--- src/rtl/dmem_lsu.sv ---
// MEM-stage load/store unit: valid/ready request plus response on a data bus.
// Optional misaligned-access trap enabled by defining LSU_MISALIGN_TRAP_EN.
module dmem_lsu #(
  parameter int unsigned TIMEOUT = 255
) (
  input  logic        clk,
  input  logic        reset,
  input  logic        req_valid,
  input  logic        mem_write,
  input  logic [2:0]  funct3,
  input  logic [31:0] addr,
  input  logic [31:0] wdata,
  output logic        stall_mem,
  output logic        done,
  output logic [31:0] load_data,
  output logic        misalign_err,
  output logic        bus_timeout,
  output logic        bus_req_valid,
  input  logic        bus_req_ready,
  output logic        bus_we,
  output logic [31:0] bus_addr,
  output logic [3:0]  bus_wstrb,
  output logic [31:0] bus_wdata,
  input  logic        bus_rsp_valid,
  input  logic [31:0] bus_rdata
);

  localparam int CW = $clog2(TIMEOUT + 1);
  localparam logic [CW-1:0] TO_MAX = CW'(TIMEOUT);

  typedef enum logic [1:0] {
    IDLE,
    REQ,
    WAIT,
    DONE
  } state_e;

  state_e      state_q, state_d;
  logic [CW-1:0] cnt_q, cnt_d;
  logic        we_q, we_d;
  logic [31:0] addr_q, addr_d;
  logic [3:0]  wstrb_q, wstrb_d;
  logic [31:0] wdata_q, wdata_d;
  logic [2:0]  f3_q, f3_d;
  logic [1:0]  lane_q, lane_d;
  logic [31:0] ld_q, ld_d;
  logic        to_q, to_d;

  logic        is_byte, is_half;
  logic [3:0]  wstrb_c;
  logic [31:0] wdata_c;
  logic        trap_c;
  logic [63:0] rot_c;
  logic [31:0] ld_ext;

  assign is_byte = (funct3[1:0] == 2'b00);
  assign is_half = (funct3[1:0] == 2'b01);

  always_comb begin
    wstrb_c = 4'b1111;
    wdata_c = wdata;
    unique case (1'b1)
      is_byte: begin
        wstrb_c = 4'b0001 << addr[1:0];
        wdata_c = {4{wdata[7:0]}};
      end
      is_half: begin
        wstrb_c = 4'b0011 << {addr[1], 1'b0};
        wdata_c = {2{wdata[15:0]}};
      end
      default: begin
        wstrb_c = 4'b1111;
        wdata_c = wdata;
      end
    endcase
  end

`ifdef LSU_MISALIGN_TRAP_EN
  logic misaligned_c;
  assign misaligned_c = (is_half & addr[0]) |
                        (!is_byte & !is_half & (|addr[1:0]));
  assign trap_c = (state_q == IDLE) & req_valid & misaligned_c;
  assign misalign_err = reset & trap_c;
`else
  assign trap_c = 1'b0;
  assign misalign_err = 1'b0;
`endif

  // Rotate so that misaligned halves wrap within the word.
  assign rot_c = {bus_rdata, bus_rdata} >> {lane_q, 3'b000};

  always_comb begin
    ld_ext = bus_rdata;
    unique case (f3_q[1:0])
      2'b00: ld_ext = {{24{~f3_q[2] & rot_c[7]}}, rot_c[7:0]};
      2'b01: ld_ext = {{16{~f3_q[2] & rot_c[15]}}, rot_c[15:0]};
      default: ld_ext = bus_rdata;
    endcase
  end

  always_comb begin
    state_d = state_q;
    cnt_d   = cnt_q;
    we_d    = we_q;
    addr_d  = addr_q;
    wstrb_d = wstrb_q;
    wdata_d = wdata_q;
    f3_d    = f3_q;
    lane_d  = lane_q;
    ld_d    = ld_q;
    to_d    = to_q;
    unique case (state_q)
      IDLE: begin
        if (req_valid && !trap_c) begin
          state_d = REQ;
          we_d    = mem_write;
          addr_d  = {addr[31:2], 2'b00};
          wstrb_d = mem_write ? wstrb_c : 4'b0000;
          wdata_d = wdata_c;
          f3_d    = funct3;
          lane_d  = addr[1:0];
        end
      end
      REQ: begin
        if (bus_req_ready) begin
          state_d = WAIT;
          cnt_d   = '0;
        end
      end
      WAIT: begin
        if (bus_rsp_valid) begin
          state_d = DONE;
          to_d    = 1'b0;
          if (!we_q) ld_d = ld_ext;
        end else begin
          cnt_d = cnt_q + 1'b1;
          if (cnt_d == TO_MAX) begin
            state_d = DONE;
            to_d    = 1'b1;
            ld_d    = '0;
          end
        end
      end
      DONE: state_d = IDLE;
      default: state_d = IDLE;
    endcase
  end

  always_ff @(posedge clk) begin
    if (!reset) begin
      state_q <= IDLE;
      cnt_q   <= '0;
      we_q    <= 1'b0;
      addr_q  <= '0;
      wstrb_q <= '0;
      wdata_q <= '0;
      f3_q    <= '0;
      lane_q  <= '0;
      ld_q    <= '0;
      to_q    <= 1'b0;
    end else begin
      state_q <= state_d;
      cnt_q   <= cnt_d;
      we_q    <= we_d;
      addr_q  <= addr_d;
      wstrb_q <= wstrb_d;
      wdata_q <= wdata_d;
      f3_q    <= f3_d;
      lane_q  <= lane_d;
      ld_q    <= ld_d;
      to_q    <= to_d;
    end
  end

  assign stall_mem = reset & (
    ((state_q == IDLE) & req_valid & !trap_c) |
    (state_q == REQ) | (state_q == WAIT));
  assign done          = reset & (state_q == DONE);
  assign bus_timeout   = reset & (state_q == DONE) & to_q;
  assign bus_req_valid = reset & (state_q == REQ);
  assign bus_we        = we_q;
  assign bus_addr      = addr_q;
  assign bus_wstrb     = wstrb_q;
  assign bus_wdata     = wdata_q;
  assign load_data     = ld_q;

endmodule

--- config.mk ---
export PLATFORM = sky130hd
export DESIGN_NAME = dmem_lsu
export DESIGN_NICKNAME = d
export VERILOG_FILES = /design/src/rtl/dmem_lsu.sv
export SDC_FILE = /design/constraint.sdc
export NUM_CORES = 1
export LEC_CHECK = 0
export ABC_AREA = 1
export CELL_PAD_IN_SITES_DETAIL_PLACEMENT = 0
export CELL_PAD_IN_SITES_GLOBAL_PLACEMENT = 1
export CORE_ASPECT_RATIO = 0.5
export CORE_MARGIN = 1
export CORE_UTILIZATION = 33
export DETAILED_ROUTE_END_ITERATION = 8
export HOLD_SLACK_MARGIN = 0.12
export PLACE_DENSITY = 0.86
export SYNTH_ARGS = -nofsm -noshare
export SYNTH_HDL_FRONTEND = slang
export SYNTH_SLANG_ARGS = --single-unit
--- constraint.sdc ---
create_clock -name clk -period 2.6 [get_ports clk]
set_input_delay 0.65 -clock clk [delete_from_list [all_inputs] [get_ports clk]]
set_output_delay 0.65 -clock clk [all_outputs]
set_load 0.05 [all_outputs]
Yosys cells after proc, flatten, opt, wreduce, memory -nomap -nowiden
Index checks and enable logic that the tools add are counted.
Widths: inputs -> output; s select.
{ "word_totals": {"in_bits": 105, "out_inout_bits": 106, "ff_bits": 115, "mem_count": 0, "mem_bits_ro": 0, "word_cells": 62, "latch_bits": 0, "mem_bits_rw": 0} }
{ "op_classes": {"shift": 3, "n_addsub": 1, "reduce_logical": 10, "eq_ne": 11, "bitwise_logic": 10, "div": 0, "n_mux": 17, "mul": 0, "magnitude_cmp": 0} }
{ "op_table": {"columns": ["operator", "n"], "rows": [
  ["$pmux 32 s2", 2],
  ["$mux 32", 3],
  ["$shr 64x5->16", 1],
  ["$mux 8", 2],
  ["$pmux 8 s2", 1],
  ["$reduce_and 3->1", 3],
  ["$add 8x1->8 const B", 1],
  ["$eq 8x8->1 const B", 1],
  ["$mux 2", 4],
  ["$ne 2x2->1 const B", 4],
  ["$pmux 2 s4", 1],
  ["$pmux 4 s2", 1],
  ["$and 1x1->1", 7],
  ["$eq 2x1->1 const B", 3],
  ["$logic_not 2->1", 3],
  ["$eq 2x2->1 const B", 2],
  ["$mux 4", 1],
  ["$reduce_and 2->1", 2],
  ["$reduce_bool 2->1", 2],
  ["$shl 1x2->4 const A", 1],
  ["$shl 2x2->4 const A", 1],
  ["$ne 3x3->1 const B", 1],
  ["$mux 1", 2],
  ["$or 1x1->1", 2],
  ["$not 1->1", 1]
]} }

Longest topological paths before layout
Gate-level depths: netlist of the first run.
{ "depth": {"ltp_word": 5, "ltp_mapped": 14, "mapped_depth_nobuf": 12} }

Worst setup path after synthesis of the first run
OpenSTA, ideal clock, no wires.
{ "synth_path": {"kind": "input port to output port", "startpoint": "input reset", "endpoint": "output stall_mem", "arrival_time_ns": 2.109, "stages": 5, "path_slack_ns": -0.159, "path_buffers": 3, "required_time_ns": 1.950, "cell_sequence": "clkbuf_1 -> inv_1 -> clkbuf_1 -> buf_1 -> a21oi_1"} }
{ "synth_between": {"elab_chain_cells": 1} }
{ "synth_rtl": {"columns": ["item", "line", "source"], "rows": [
  ["start: declaration", "7", "input logic reset,"],
  ["$and 1x1->1", "175", "assign stall_mem = reset & ("],
  ["end: declaration", "13", "output logic stall_mem,"]
]} }
Every way passes these cells.

Worst setup path in the final report of the first run
{ "layout_path": {"startpoint": "register we_q, in the netlist bus_we", "endpoint": "output bus_we"} }
{ "layout_rtl": {"columns": ["item", "line", "source"], "rows": [
  ["start: declaration", "40", "logic we_q, we_d;"],
  ["start signal: assignment", "164", "we_q <= we_d;"],
  ["end: declaration", "20", "output logic bus_we,"]
]} }
No word-level cell between the ends.

==> flow_summary.ini, run 1 <==
[logic_synthesis]
syn_inst = 842
netlist_area_um2 = 5760
yosysWarnings = 0
async_flop_share_pct = 0
avgSynthCellArea_um2 = 6.84
synth-main-ff-cell = dfxtp_1
yosysSeqAreaShare_pct = 40.0
ys_ff_latch = 115
synth_edf_count = 0
yosysUniqueCellTypes = 32

[sta]
whs_ns = 0.464
min_period_ns = 2.35
finalCritPeriodShare_pct = 90.5
final_hold_viol_count = 0
rsz0062_at_grt = no
slew_violations = 0
finalSetupTns_ns = 0
finClkSkew_ns = 0.00664
slew_headroom_pct = 54.5
worst_slew_pin_slew_ns = 0.682
fmax_mhz = 425
finalSetupViolCount = 0

[clock_network]
cts.sinks = 115
cts_buffers = 17
cts_max_level = 4
clkTransAtPathRegs_ns = 0.06
clock-root-buffer = clkbuf_16
cts_hold_buf = 0
cts_resized = 0
cts_tree = done
worstSkewPairLatency_ns = 0.41
post_cts_buffers = 0
cts_buffer_depth = 2

[placement]
gp_congestion = 0.874
placed_area_um2 = 8080
portBuffers = 207
hpwl_um = 13200

[power]
power.share.combinational_pct = 46.3
netSwitchingPower_uw = 3840
sw_frac_of_total_pct = 41.7
leakagePower_uw = 0.00350
powerDensity_nw_per_um2 = 1050
ir_drop_mv = 0.581
clock_power_share_pct = 28.1
finalPower_uw = 9210
p_seq_share_pct = 25.6
p_int_uw = 5370

[grt]
grt_antenna_before_repair = 0
overflow = 0
grt_pass1_wl_um = 29400
grt_pass1_vias = 6069
grt_max_degree = 69
grtUsageTotal_pct = 20.8

[floorplan]
row_count = 33
initial_core_util_pct = 34.4
fp.dieW_um = 189
pin_count = 211
coreArea_um2 = 16700
die_h_um = 95.4
dieArea_um2 = 18000

[worst_setup_path]
setup.worst_path.class = register to primary output
rrSetupSlack_ns = 0.43
cp-start-kind = register
path_delay_family = buffers and inverters
reg2reg_to = load_data[22]
critPathMaxFanout = 3
cp_cell_sequence = clkdlybuf4s50_1
reg2reg_from = cnt_q[1]
critPathArrivalTime_ns = 1.70
reg2reg_depth = 11
worst_ep_required_time_ns = 1.95
max_stage_delay_ns = 0.85
cp_slowest_cell = clkdlybuf4s50_1
worst-path-buf-inv = 1
end_kind = primary output

[hold_path]
min_to = bus_wdata[17]
hold_path.class = register to register
hold_depth = 2
hp-start = bus_wdata[17]

[layout]
final_common_cell = clkdlybuf4s50_1
layout-drive-gt1-share_pct = 8.98
nNetsFinal = 1147
final_util_pct = 52.2
syn_to_final_growth_pct = 51.7
layout_common_cells = 202 x clkdlybuf4s50_1, 180 x nand2_1, 115 x nor2_1, 115 x dfxtp_1, 98 x a21oi_1
design_area_um2 = 8730
num_antenna_cells = 0

[run]
drv_cap = 0

[detailed_routing]
first_iter_violations = 236
wire_per_inst_um = 14.4
drcViolationCount = 0
routed_wl_um = 18300
viasPerCell = 4.85
vias = 6184
ant_nets = 0
firstDrtPassIters = 5

[outcome]
status = completed
metrics by stage:
stage,setup slack [ns],std cells
3_3_place_gp,0.273,1243
3_5_place_dp,0.204,1243
4_1_cts,0.213,1274
6_report,0.247,1274
2_1_floorplan,0.0923,844
5_1_grt,0.205,1274
flip-flops by register name (all words and copies together), names as in the netlist:
name and count:
bus_wdata 32, load_data 32, bus_addr 30, cnt_q 8, bus_wstrb 4, f3_q 3, lane_q 2, state_q 2
bus_we 1, to_q 1
cells in the mapped netlist, types with 2 or more instances:
| library cell | instances | area share [%] |
|---|---|---|
| buf_12 | 3 | 1.0 |
| inv_2 | 2 | 0.13 |
| nand3_2 | 2 | 0.35 |
| clkbuf_1 | 32 | 2.1 |
| buf_1 | 6 | 0.39 |
| clkinv_1 | 5 | 0.33 |
| nor2_1 | 115 | 7.5 |
| buf_4 | 5 | 0.65 |
| ha_1 | 7 | 1.5 |
| dfxtp_1 | 115 | 40 |
| nand3_1 | 45 | 3.9 |
| a22oi_1 | 9 | 1.2 |
| o221ai_1 | 9 | 1.4 |
| o211ai_1 | 15 | 2.0 |
| nor2_2 | 5 | 0.54 |
| buf_2 | 9 | 0.78 |
| o21ai_0 | 80 | 7.0 |
| nand2_2 | 5 | 0.54 |
| nand2_1 | 181 | 12 |
| a21oi_2 | 18 | 2.7 |
| a21oi_1 | 100 | 8.7 |
| inv_1 | 64 | 4.2 |
metal layers:
layer  share of wire, %  global-route usage, %  wire [µm]  vias to the layer above
li1                   -                      -          -                     3143
met4                2.3                   8.47        418                        0
met5                  0                      0          0                        -
met1                 44                   24.6       8050                     2808
met2                 45                   34.4       8340                      201
met3                8.3                   7.66       1520                       32
cell type report:
| type | count | area [µm²] |
|---|---|---|
| repair buffers | 228 | 2310 |
| inverters | 71 | 267 |
| clock inverters | 8 | 146 |
| flip-flops and latches | 115 | 2300 |
| multi-input cells | 602 | 2910 |
| well taps | 227 | 284 |
| fillers | 1619 | 7990 |
| clock buffers | 23 | 508 |
worst max-delay path by stage:
stage / startpoint / endpoint / slack, ns / depth (start not counted)
CTS: bus_we / bus_we / 0.21 / 1
detailed placement: req_valid / bus_wdata[22] / 0.20 / 8
finish: bus_we / bus_we / 0.25 / 1
global placement: req_valid / bus_wdata[22] / 0.27 / 8
floorplan: reset / bus_timeout / 0.09 / 4
global route: bus_we / bus_we / 0.21 / 1
power groups by stage:
| stage | Clock (µW) | Combinational, µW | Sequential (µW) |
|---|---|---|---|
| 6_report | 2590 | 4260 | 2360 |
| 5_1_grt | 2730 | 4650 | 2410 |
| 4_1_cts | 2640 | 4290 | 2360 |
| 3_5_place_dp | 0 | 4270 | 2390 |
| 3_3_place_gp | 0 | 4240 | 2380 |
| 2_1_floorplan | 0 | 1760 | 3500 |
cells by family (layout without fill, tap and decap cells):
logic type      count (synthesis)  after routing  synth area share, %
buf+inv                       127            330                 9.85
simple gates                  357            357                 25.1
flops                         115            115                 40.0
other cells                     1              3               0.0652
compound gates                234            234                 23.3
fa+ha+maj                       7              7                 1.52
xor+xnor                        1              1                0.152
Power figures use the tool's default switching activity.
==> inputs of run 2 (changes only) <==
Settings changed: CORE_UTILIZATION 33 to 28, PLACE_DENSITY 0.86 to 0.77.
Clock period 2.6 ns to 1.9 ns, I/O delays scaled along.
==> run 2 against run 1 <==
Compared with the run above: worst hold slack worse by 0.0015 ns; cell count increased by 5.7%; power increased by 42%; first-iteration DRC count decreased by 2.5%; routed wire length up 7.1%; count of clock-buffer cells in the layout down 5; critical path type unchanged; critical endpoint is now stall_mem; largest power group unchanged.
==> flow_summary.ini, run 2 (synthesis gave the netlist of run 1 again) <==
[outcome]
status = completed

[worst_setup_path]
cp_slowest_cell = dfxtp_4
worst-path-buf-inv = 2
end_kind = primary output
path_delay_family = flip-flops
critPathMaxFanout = 4
critPathArrivalTime_ns = 1.39
setup.worst_path.class = register to primary output
cp-start-kind = register
max_stage_delay_ns = 0.39
worst_ep_required_time_ns = 1.42
cp_cell_sequence = inv_6 -> ha_4 -> nor2_4 -> a21oi_4 -> buf_12

[grt]
grt_pass1_vias = 5893
grt_max_degree = 47
grt_antenna_before_repair = 0
overflow = 0
grt_pass1_wl_um = 30000
grtUsageTotal_pct = 18.3

[power]
ir_drop_mv = 0.721
power.share.combinational_pct = 47.4
netSwitchingPower_uw = 5550
leakagePower_uw = 0.00388
powerDensity_nw_per_um2 = 1450
p_int_uw = 7520
clock_power_share_pct = 27.5
p_seq_share_pct = 25.1
sw_frac_of_total_pct = 42.5

[clock_network]
worstSkewPairLatency_ns = 0.41
cts_max_level = 4
cts_buffers = 17
cts_hold_buf = 0
clkTransAtPathRegs_ns = 0.05
cts_buffer_depth = 2
cts.sinks = 115
cts_tree = done
clock-root-buffer = clkbuf_16

[sta]
finalSetupTns_ns = 0
final_hold_viol_count = 0
finClkSkew_ns = 0.00710
finalCritPeriodShare_pct = 98.3
slew_violations = 0
min_period_ns = 1.87
finalSetupViolCount = 0
rsz0062_at_grt = yes
slew_headroom_pct = 62.6
fmax_mhz = 535
worst_slew_pin_slew_ns = 0.560

[layout]
fillers = 1974
multi_input_area_um2 = 3020
design_area_um2 = 9000
seq_area_um2 = 2310
layout-drive-gt1-share_pct = 22.2
final_common_cell = nand2_1
num_antenna_cells = 0
nNetsFinal = 1179
layout_common_cells = 180 x nand2_1, 141 x buf_4, 112 x nor2_1, 110 x dfxtp_1, 102 x clkdlybuf4s50_1
syn_to_final_growth_pct = 56.5

[floorplan]
pin_count = 211
row_count = 36
coreArea_um2 = 19800
fp.dieW_um = 205
dieArea_um2 = 21200
die_h_um = 103
initial_core_util_pct = 29.1

[detailed_routing]
ant_nets = 0
wire_per_inst_um = 14.6
vias = 6300
viasPerCell = 4.68
drcViolationCount = 0
routed_wl_um = 19600
first_iter_violations = 230
firstDrtPassIters = 5

[run]
drv_cap = 0

[placement]
placed_area_um2 = 8130
hpwl_um = 14400
portBuffers = 207
gp_congestion = 0.843

[hold_path]
hold_path.class = register to register
[run 2: changes by cell type in the layout (fill, tap and decap cells not counted), moves of 4 or more]
| cell | delta |
|---|---|
| inv_6 | +6 |
| buf_12 | +5 |
| ha_4 | +4 |
| buf_4 | +124 |
| clkbuf_8 | -6 |
| clkdlybuf4s50_1 | -100 |
| dfxtp_1 | -5 |
| ha_1 | -4 |
[run 2: metal layers]
| metal | global-route usage, % | vias up | part of all wire (%) |
|---|---|---|---|
| met1 | 22.1 | 2937 | 45 |
| li1 | - | 3210 | - |
| met3 | 5.42 | 19 | 5.0 |
| met2 | 31.9 | 134 | 49 |
| met5 | 0 | - | 0 |
| met4 | 5.17 | 0 | 1.1 |
[run 2: area by class of cell]
type,instances,share of cell area (%)
timing repair buffer,260,26.7
sequential,115,25.7
clock buffer,18,4.77
clock inverter,14,2.50
tap,266,3.70
inverter,71,3.07
multi-input combinational,602,33.6
[run 2: path summary, 6_finish.rpt]
| check | to | start | depth (start not counted) | slack (ns) |
|---|---|---|---|---|
| max reg2reg | load_data[14] | cnt_q[0] | 13 | 0.17 |
| min reg2reg | bus_wdata[3] | bus_wdata[3] | 2 | 0.46 |
| max | stall_mem | state_q[0] | 5 | 0.03 |
| min | bus_wdata[3] | bus_wdata[3] | 2 | 0.46 |
[run 2: what timing repair did]
item                       4_1_cts  5_1_grt
setup endpoints to repair        1       33
setup buffers                    2        3
pin swaps                        3        3
gates cloned                     0        2
gates resized for setup         20       15
[run 2: power by group through the flow]
| stage | logic (µW) | registers, µW | clock network (µW) |
|---|---|---|---|
| after global routing | 6710 | 3350 | 3800 |
| after global placement | 5940 | 3280 | 0 |
| after floorplan | 2420 | 4780 | 0 |
| after CTS | 6140 | 3280 | 3700 |
| after detailed placement | 5970 | 3280 | 0 |
| final | 6200 | 3290 | 3590 |
[run 2: worst min-delay path, stage by stage (launching register included)]
cell and delay, ns:
dfxtp_1 0.31, nand2_1 0.06, a21oi_1 0.05
[run 2: per-stage QoR]
step | power, µW | hold WS, ns | instances | setup WS [ns] | util (%)
3_5_place_dp | 9260 | 0.457 | 1307 | -0.157 | 41.1
4_1_cts | 13100 | 0.466 | 1341 | 0.00332 | 44.9
6_report | 13100 | 0.463 | 1346 | 0.0322 | 45.5
2_1_floorplan | 7200 | 0.445 | 844 | -0.0240 | -
5_1_grt | 13900 | 0.485 | 1346 | -0.0164 | 45.5
3_3_place_gp | 9210 | 0.455 | 1307 | -0.162 | 41.1
==> inputs of run 3 (changes only) <==
Settings changed: ABC_CLOCK_PERIOD_IN_PS set to 1900, GPL_ROUTABILITY_DRIVEN set to 0.
==> run 3 against run 2 <==
Compared with the run above: routed wire length decreased by 0.97%; worst setup slack worse by 0.0061 ns; die area is the same.
==> flow_summary.ini, run 3 (synthesis gave the netlist of run 1 again) <==
[grt]
grt_busiest_layer = met2
use_met2_pct = 32.2
overflow = 0
grt_use_met1_pct = 21.5
grt_antenna_before_repair = 0
grt_max_degree = 47
grtUsageTotal_pct = 18.2
grt_pass1_wl_um = 29900
grt_pass1_vias = 5901
use_met3_pct = 5.01

[clock_network]
cts_tree = done
clock-root-buffer = clkbuf_16
cts_buffer_depth = 2
cts.sinks = 115
clkTransAtPathRegs_ns = 0.05
cts_buffers = 17
worstSkewPairLatency_ns = 0.41
cts_max_level = 4

[layout]
fillers = 1982
layout-drive-gt1-share_pct = 21.9
layout_common_cells = 180 x nand2_1, 142 x buf_4, 112 x nor2_1, 110 x dfxtp_1, 102 x clkdlybuf4s50_1
num_antenna_cells = 0
nNetsFinal = 1179
syn_to_final_growth_pct = 54.7
final_common_cell = nand2_1

[worst_setup_path]
end_kind = primary output
cp-start-kind = register
cp_cell_sequence = inv_4 -> ha_4 -> nor2_4 -> a21oi_4 -> buf_12
worst_ep_required_time_ns = 1.42
reg2reg_to = load_data[13]
cp_slowest_cell = dfxtp_4
critPathMaxFanout = 4
critPathArrivalTime_ns = 1.40
reg2reg_depth = 11
max_stage_delay_ns = 0.38
rrSetupSlack_ns = 0.13
setup.worst_path.class = register to primary output
reg2reg_from = cnt_q[0]

[floorplan]
fp.dieW_um = 205
pin_count = 211
row_count = 36
initial_core_util_pct = 29.1
die_h_um = 103
dieArea_um2 = 21200
coreArea_um2 = 19800

[power]
leakagePower_uw = 0.00385
powerDensity_nw_per_um2 = 1410
ir_drop_mv = 0.741
finalPower_uw = 12600

[placement]
dp_slack_ns = -0.154
hpwl_um = 14400
portBuffers = 207

[detailed_routing]
routed_wl_um = 19400
drcViolationCount = 0
viasPerCell = 4.62
ant_nets = 0
wire_per_inst_um = 14.4
vias = 6224
first_iter_violations = 196
firstDrtPassIters = 4

[sta]
final_hold_viol_count = 0
min_period_ns = 1.87
rsz0062_at_grt = yes
slew_violations = 0
slew_headroom_pct = 64.7
finClkSkew_ns = 0.0108
worst_slew_pin_slew_ns = 0.529
finalCritPeriodShare_pct = 98.6
finalSetupViolCount = 0
fin_ws_ns = 0.0262
fmax_mhz = 534

[hold_path]
min_to = bus_wdata[3]
hold_depth = 2
hold_path.class = register to register
hp-start = bus_wdata[3]

[run]
drv_cap = 0

[outcome]
status = completed
==> run 3: worst max path at each step <==
stage / slack [ns] / from / to
detailed placement: -0.15 / req_valid / bus_wdata[18]
global placement: -0.15 / req_valid / bus_wdata[18]
finish: 0.03 / state_q[0] / stall_mem
CTS: 0.01 / state_q[1] / stall_mem
global route: -0.02 / state_q[0] / stall_mem
floorplan: -0.02 / reset / stall_mem
==> run 3: area by class of cell <==
| cell class | count | area (µm²) | share of cell area (%) |
|---|---|---|---|
| Multi-Input combinational cell | 602 | 3030 | 34.0 |
| Timing Repair Buffer | 260 | 2390 | 26.8 |
| Sequential cell | 115 | 2310 | 26.0 |
| Clock buffer | 23 | 468 | 5.26 |
| Tap cell | 266 | 333 | 3.74 |
| Inverter | 71 | 274 | 3.08 |
| Clock inverter | 9 | 105 | 1.18 |
==> run 3: through the flow <==
stage	cells	utilization, %	hold WS [ns]	instance area, µm²	setup TNS, ns
2_1_floorplan	844	-	0.445	5780	-0.0240
3_3_place_gp	1310	41.2	0.456	8160	-3.57
3_5_place_dp	1310	41.2	0.460	8160	-4.86
4_1_cts	1344	44.6	0.469	8820	0
5_1_grt	1346	45.0	0.488	8900	-0.0228
6_report	1346	45.0	0.463	8900	0
==> run 3: worst max-delay path, delay by kind of cell, from the launching register on <==
family / cells / cell delay [ns]
AOI/OAI and AO/OA: 1 / 0.08
DFF: 1 / 0.38
buffers and inverters: 2 / 0.20
adders and majority gates: 1 / 0.17
and+or+nand+nor: 1 / 0.15
==> run 3: report_power, final <==
group	internal (µW)	switching (µW)	leakage (µW)	total, µW
logic	2220	3950	0.00262	6170
clock network	1990	1150	0.000281	3140
registers	2940	346	0.000945	3290
total	7160	5440	0.00385	12600
==> run 3: timing repair <==
| item | CTS | global route |
|---|---|---|
| setup endpoints to repair | 7 | 33 |
| resized for setup | 20 | 15 |
| hold buffers | 0 | 0 |
| cloned | 0 | 1 |
| setup buffers | 2 | 1 |
| pin swaps | 2 | 6 |
==> run 3: per-layer routing <==
| layer | vias up | share of wire [%] |
|---|---|---|
| met5 | - | 0 |
| met4 | 0 | 0.96 |
| met3 | 14 | 5.7 |
| met2 | 129 | 50 |
| met1 | 2872 | 44 |
| li1 | 3209 | - |
